[src/rtl/serial_rx_pkg.sv]
// Shared types and helpers for the serial byte receiver.
// Build option: define RX_PARITY_EN to add the even-parity bit and o_parity_err.
package serial_rx_pkg;

    localparam int DATA_W = 8;

    typedef enum logic [2:0] {
        IDLE   = 3'd0,
        START  = 3'd1,
        DATA   = 3'd2,
        PARITY = 3'd3,
        STOP   = 3'd4
    } rx_state_e;

    // Even parity: the parity bit that makes the total count of ones even.
    function automatic logic even_parity(input logic [DATA_W-1:0] i_data);
        return ^i_data;
    endfunction

endpackage

[src/rtl/sync_2ff.sv]
// Generic two-flop synchronizer with a selectable reset value.
module sync_2ff #(
    parameter logic RST_VAL = 1'b0
) (
    input  logic i_clk,
    input  logic i_rst,
    input  logic i_d,
    output logic o_q
);

    logic r_meta;
    logic r_sync;

    // Two back-to-back flops; r_meta may go metastable, r_sync is the clean copy.
    always_ff @(posedge i_clk) begin
        if (i_rst) begin
            r_meta <= RST_VAL;
            r_sync <= RST_VAL;
        end else begin
            r_meta <= i_d;
            r_sync <= r_meta;
        end
    end

    assign o_q = r_sync;

endmodule

[src/rtl/serial_rx.sv]
// Serial byte receiver feeding the byte FIFO directly (o_wr -> w_pin, o_dout -> din).
// Frame: start bit, 8 data bits LSB first, optional even parity bit, one stop bit.
// Build option: define RX_PARITY_EN to add the PARITY state and the o_parity_err port.
// CLKS_PER_BIT must be even and at least 4.
//
// state  | meaning
// IDLE   | waiting for the synchronized line to go low
// START  | half-bit wait, then confirm the start bit is still low
// DATA   | sample 8 data bits at bit centres, LSB first
// PARITY | sample the parity bit at its centre
// STOP   | sample the stop bit, emit o_wr / o_frame_err / o_parity_err
module serial_rx
    import serial_rx_pkg::*;
#(
    parameter int CLKS_PER_BIT = 16
) (
    input  logic              i_clk,
    input  logic              i_rst,
    input  logic              i_rx_in,
    output logic              o_wr,
    output logic [DATA_W-1:0] o_dout,
    output logic              o_frame_err,
`ifdef RX_PARITY_EN
    output logic              o_parity_err,
`endif
    output logic              o_busy
);

    localparam int              CNT_W    = $clog2(CLKS_PER_BIT);
    localparam logic [CNT_W-1:0] CNT_HALF = CNT_W'(CLKS_PER_BIT / 2 - 1);
    localparam logic [CNT_W-1:0] CNT_LAST = CNT_W'(CLKS_PER_BIT - 1);

    logic              w_rx_s;
    rx_state_e         r_state;
    logic [CNT_W-1:0]  r_cnt;
    logic [2:0]        r_bit_idx;
    logic [DATA_W-1:0] r_shift;
    logic [DATA_W-1:0] r_dout;
    logic              r_wr;
    logic              r_frame_err;
`ifdef RX_PARITY_EN
    logic              r_par_bit;
    logic              r_parity_err;
`endif

    // Idle-high line: reset the synchronizer to 1 so reset never looks like a start bit.
    sync_2ff #(
        .RST_VAL (1'b1)
    ) u_sync_rx (
        .i_clk (i_clk),
        .i_rst (i_rst),
        .i_d   (i_rx_in),
        .o_q   (w_rx_s)
    );

    // Receive FSM with registered strobes; returning to IDLE from STOP at the
    // stop-bit centre re-aligns to the next start edge half a bit early.
    always_ff @(posedge i_clk) begin
        if (i_rst) begin
            r_state      <= IDLE;
            r_cnt        <= '0;
            r_bit_idx    <= '0;
            r_shift      <= '0;
            r_dout       <= '0;
            r_wr         <= 1'b0;
            r_frame_err  <= 1'b0;
`ifdef RX_PARITY_EN
            r_par_bit    <= 1'b0;
            r_parity_err <= 1'b0;
`endif
        end else begin
            r_wr        <= 1'b0;
            r_frame_err <= 1'b0;
`ifdef RX_PARITY_EN
            r_parity_err <= 1'b0;
`endif
            case (r_state)
                IDLE: begin
                    if (!w_rx_s) begin
                        r_state <= START;
                        r_cnt   <= '0;
                    end
                end
                START: begin
                    if (r_cnt == CNT_HALF) begin
                        r_cnt <= '0;
                        if (!w_rx_s) begin
                            r_state   <= DATA;
                            r_bit_idx <= '0;
                        end else begin
                            r_state <= IDLE;
                        end
                    end else begin
                        r_cnt <= r_cnt + CNT_W'(1);
                    end
                end
                DATA: begin
                    if (r_cnt == CNT_LAST) begin
                        r_cnt     <= '0;
                        r_shift   <= {w_rx_s, r_shift[DATA_W-1:1]};
                        r_bit_idx <= r_bit_idx + 3'd1;
                        if (r_bit_idx == 3'd7) begin
`ifdef RX_PARITY_EN
                            r_state <= PARITY;
`else
                            r_state <= STOP;
`endif
                        end
                    end else begin
                        r_cnt <= r_cnt + CNT_W'(1);
                    end
                end
`ifdef RX_PARITY_EN
                PARITY: begin
                    if (r_cnt == CNT_LAST) begin
                        r_cnt     <= '0;
                        r_par_bit <= w_rx_s;
                        r_state   <= STOP;
                    end else begin
                        r_cnt <= r_cnt + CNT_W'(1);
                    end
                end
`endif
                STOP: begin
                    if (r_cnt == CNT_LAST) begin
                        r_cnt   <= '0;
                        r_state <= IDLE;
                        if (!w_rx_s) begin
                            r_frame_err <= 1'b1;
`ifdef RX_PARITY_EN
                        end else if (even_parity(r_shift) != r_par_bit) begin
                            r_parity_err <= 1'b1;
`endif
                        end else begin
                            r_wr   <= 1'b1;
                            r_dout <= r_shift;
                        end
                    end else begin
                        r_cnt <= r_cnt + CNT_W'(1);
                    end
                end
                default: begin
                    r_state <= IDLE;
                    r_cnt   <= '0;
                end
            endcase
        end
    end

    assign o_wr        = r_wr;
    assign o_dout      = r_dout;
    assign o_frame_err = r_frame_err;
`ifdef RX_PARITY_EN
    assign o_parity_err = r_parity_err;
`endif
    assign o_busy      = (r_state != IDLE);

endmodule
[config.mk]
export PLATFORM = sky130hd
export DESIGN_NAME = serial_rx
export DESIGN_NICKNAME = d
export VERILOG_FILES = /design/src/rtl/serial_rx_pkg.sv /design/src/rtl/sync_2ff.sv /design/src/rtl/serial_rx.sv
export SDC_FILE = /design/constraint.sdc
export NUM_CORES = 1
export LEC_CHECK = 0
export CORE_MARGIN = 2
export CORE_UTILIZATION = 58
export CTS_BUF_LIST = sky130_fd_sc_hd__clkbuf_16
export DETAILED_ROUTE_END_ITERATION = 10
export PLACE_DENSITY = 0.88
export SLEW_MARGIN = 20
export SYNTH_ARGS = -nofsm -noshare
export SYNTH_HDL_FRONTEND = slang
export SYNTH_SLANG_ARGS = --single-unit
[constraint.sdc]
create_clock -name i_clk -period 2.5 [get_ports i_clk]
set_clock_uncertainty 0.15 [all_clocks]
set_input_delay 0.25 -clock i_clk [delete_from_list [all_inputs] [get_ports i_clk]]
set_output_delay 0.25 -clock i_clk [all_outputs]
set_load 0.01 [all_outputs]
==> results.yml, run 1 <==
clock_network:
  clock_tree.buffer_depth: 2
  htree_levels: 2
  ctsHoldBuffers: 0
  cts_made_buffers: 5
  cts.reportedPaths.clkPinSlew_ps: 50
  cts_sink_count: 30
  clockRootBuffer: "clkbuf_16"
  ctsResizeCount: 0
  worstSkewPairLatency_ps: 280
  post-cts-setup-buffer-count: 0
  tritoncts: "built"
sta:
  slew_headroom: 0.571
  grt_setup_unrepaired: "no"
  sum_of_negative_setup_slack_ps: 0
  min_period_ps: 2150
  worst-slew-pin-transition_ps: 642
  final.hold.worst_slack_ps: 256
  timing.final.setup_violations: 0
  final.setup.worst_slack_ps: 347
  maxClockFrequency_mhz: 464
  finalMaxSlewViolations: 0
  final.period_utilization: 0.861
  report.final.hold_viol_count: 0
final_layout:
  areaGrowthSynthToFinish_pct: 21.5
  antenna_cells: 0
  post_route_cells_drive_above_1_share: 0.121
  fin_nets: 154
critical_path:
  worst_setup_path_startpoint: "r_state[2]"
  timing_worst_setup_path_type: "reg -> out"
  timing.rr.start: "r_cnt[0]"
  critical_path_arrival_ps: 1750
  r2r_setup_slack_ps: 610
  reg2reg_depth: 5
  timing.critical_path.from_type: "register"
  worstPathMaxFanout: 12
  worstPathRequired_ps: 2100
  crit_path_end_kind: "output port"
synth:
  syn_avg_cell_area_um2: 9.91
  synth_top_area_share: 0.459
  syn-num-nets: 138
  yosys-top-cells-count: "30 x dfxtp_1, 21 x nor2_1, 16 x mux2i_1"
  post-synth-top-area-cell: "dfxtp_1"
  syn-instance-count: 132
  synth.most_common_cell: "dfxtp_1"
  async_flop_share: 0
  mappedNetlistArea_mm2: 0.00131
  number_of_enable_type_register_cells_in_the_synthesized_netlist: 0
  postSynth.topFlopCell: "dfxtp_1"
  synth_area_leaders: "dfxtp_1 46%, mux2i_1 12%, nor2_1 6.0%"
  synthesis.yosys.warnings: 0
  post_synth_num_cell_types: 39
  seq_area_frac_synth: 0.459
  synth.ff_latch_count: 30
grt:
  grt_start_max_net_pins: 18
  gr-usage-all-layers: 0.237
  wire_length_of_the_first_global_routing_pass_um: 4490
  antenna_violations_before_repair: 0
  grt_pass1_vias: 987
  grt.overflow.total: 0
flow_run:
  maxCapViolations: 0
detailed_routing:
  post_drt_wl_per_cell_um: 15.1
  routed_wl_um: 2680
  post_route_antenna_net_violation_count: 0
  firstDrtPassIters: 4
  dr_total_vias: 1038
  drt_iter0_markers: 24
  routed_via_density: 5.86
  route.met3.wl_um: 125
  highest_metal_layer_with_signal_wires: "met4"
  wl_met1_um: 1100
  met2RoutedLength_um: 1400
  route.detailed.drc: 0
hold_path:
  min_delay_path_depth: 1
  hold_start: "u_sync_rx.r_meta"
  min-delay-path-class: "reg -> reg"
die:
  dieArea_mm2: 0.00265
  initial_utilization: 0.603
  fp.dieH_um: 51.5
  design.portCount: 14
  chipWidth_um: 51.5
  floorplan.core_area_mm2: 0.00217
  row_count: 17
pwr:
  irDropWorstVdd_v: 0.000669
  power_per_cell_area_mw_per_mm2: 725
  leakage_component_of_the_power_uw: 0.000668
placement:
  gp_congestion: 0.835
  port_buffers: 13
  place.detailed.hpwl_um: 1820
  place_ws_ps: 684
status:
  result_of_the_run: "finished, final reports clean"
[per-stage QoR]
step	cell area (µm²)	utilization	power, µW	std cells
2_1_floorplan	1310	-	575	132
3_3_place_gp	1450	0.669	600	169
3_5_place_dp	1450	0.669	607	169
4_1_cts	1590	0.732	1160	177
5_1_grt	1590	0.732	1190	177
6_report	1590	0.732	1150	177
[layout make-up]
| type | instances | area, µm² |
|---|---|---|
| Clock inverter | 3 | 12.5 |
| Timing Repair Buffer | 16 | 153 |
| Tap cell | 28 | 35.0 |
| Clock buffer | 5 | 125 |
| Sequential cell | 30 | 601 |
| Inverter | 3 | 11.3 |
| Multi-Input combinational cell | 92 | 652 |
| Fill cell | 155 | 581 |
[placed cells by master (no fill, tap or decap), types with 2 or more instances in the layout]
cell type and n:
dfxtp_1 30, nor2_1 21, mux2i_1 16, clkdlybuf4s50_1 13, a21oi_1 5, clkbuf_16 5, inv_1 4, o21ai_1 4
nand3_1 4, nand2_1 3, ha_1 3, buf_4 3, nor3_1 2, xor2_1 2, nand3b_1 2, nor3b_1 2
nand4_1 2, or3_1 2, a31oi_1 2, nand2b_1 2, or2_2 2
[power breakdown]
group | switching, µW | total, µW | internal (µW)
clock network | 192 | 550 | 357
logic | 56.2 | 98.4 | 42.2
registers | 14.8 | 503 | 488
total | 263 | 1150 | 888
[final timing paths]
| kind | end |
|---|---|
| setup / recovery | o_busy |
| hold / removal | u_sync_rx.o_q |
| setup reg to reg | r_cnt[0] |
| hold reg to reg | u_sync_rx.o_q |
[per-layer routing]
| metal | vias to the layer above | GRT usage |
|---|---|---|
| li1 | 502 | - |
| met1 | 503 | 0.258 |
| met2 | 26 | 0.395 |
| met3 | 7 | 0.0877 |
| met4 | 0 | 0.132 |
| met5 | - | 0 |
[flip-flops by register name, summed over array words and instances, names as in the netlist]
| register | flops |
|---|---|
| o_dout | 8 |
| o_frame_err | 1 |
| o_wr | 1 |
| r_bit_idx | 3 |
| r_cnt | 4 |
| r_shift | 8 |
| r_state | 3 |
| u_sync_rx.o_q | 1 |
| u_sync_rx.r_meta | 1 |
[worst max-delay path, stage by stage, from the launching register on]
cell and delay [ps]:
dfxtp_1 610, nor3_1 130, buf_4 170, inv_1 50
clkdlybuf4s50_1 520
[kinds of logic (layout without fill, tap and decap cells)]
group | Yosys count | in the layout | synth area share
AOI/OAI and AO/OA | 19 | 19 | 0.0995
adders and majority gates | 3 | 3 | 0.0287
muxes | 17 | 17 | 0.131
DFF | 30 | 30 | 0.459
and+or+nand+nor | 51 | 51 | 0.226
buffers and inverters | 10 | 27 | 0.0421
xor gates and xnor gates | 2 | 2 | 0.0134
No activity file was read; power rests on OpenSTA's default activity.
==> run 2: changes to the inputs <==
Settings changed: ABC_CLOCK_PERIOD_IN_PS from default to 2500.
==> results of run 2 <==
No change in the layout: final DEF, timing and power equal those of run 1.
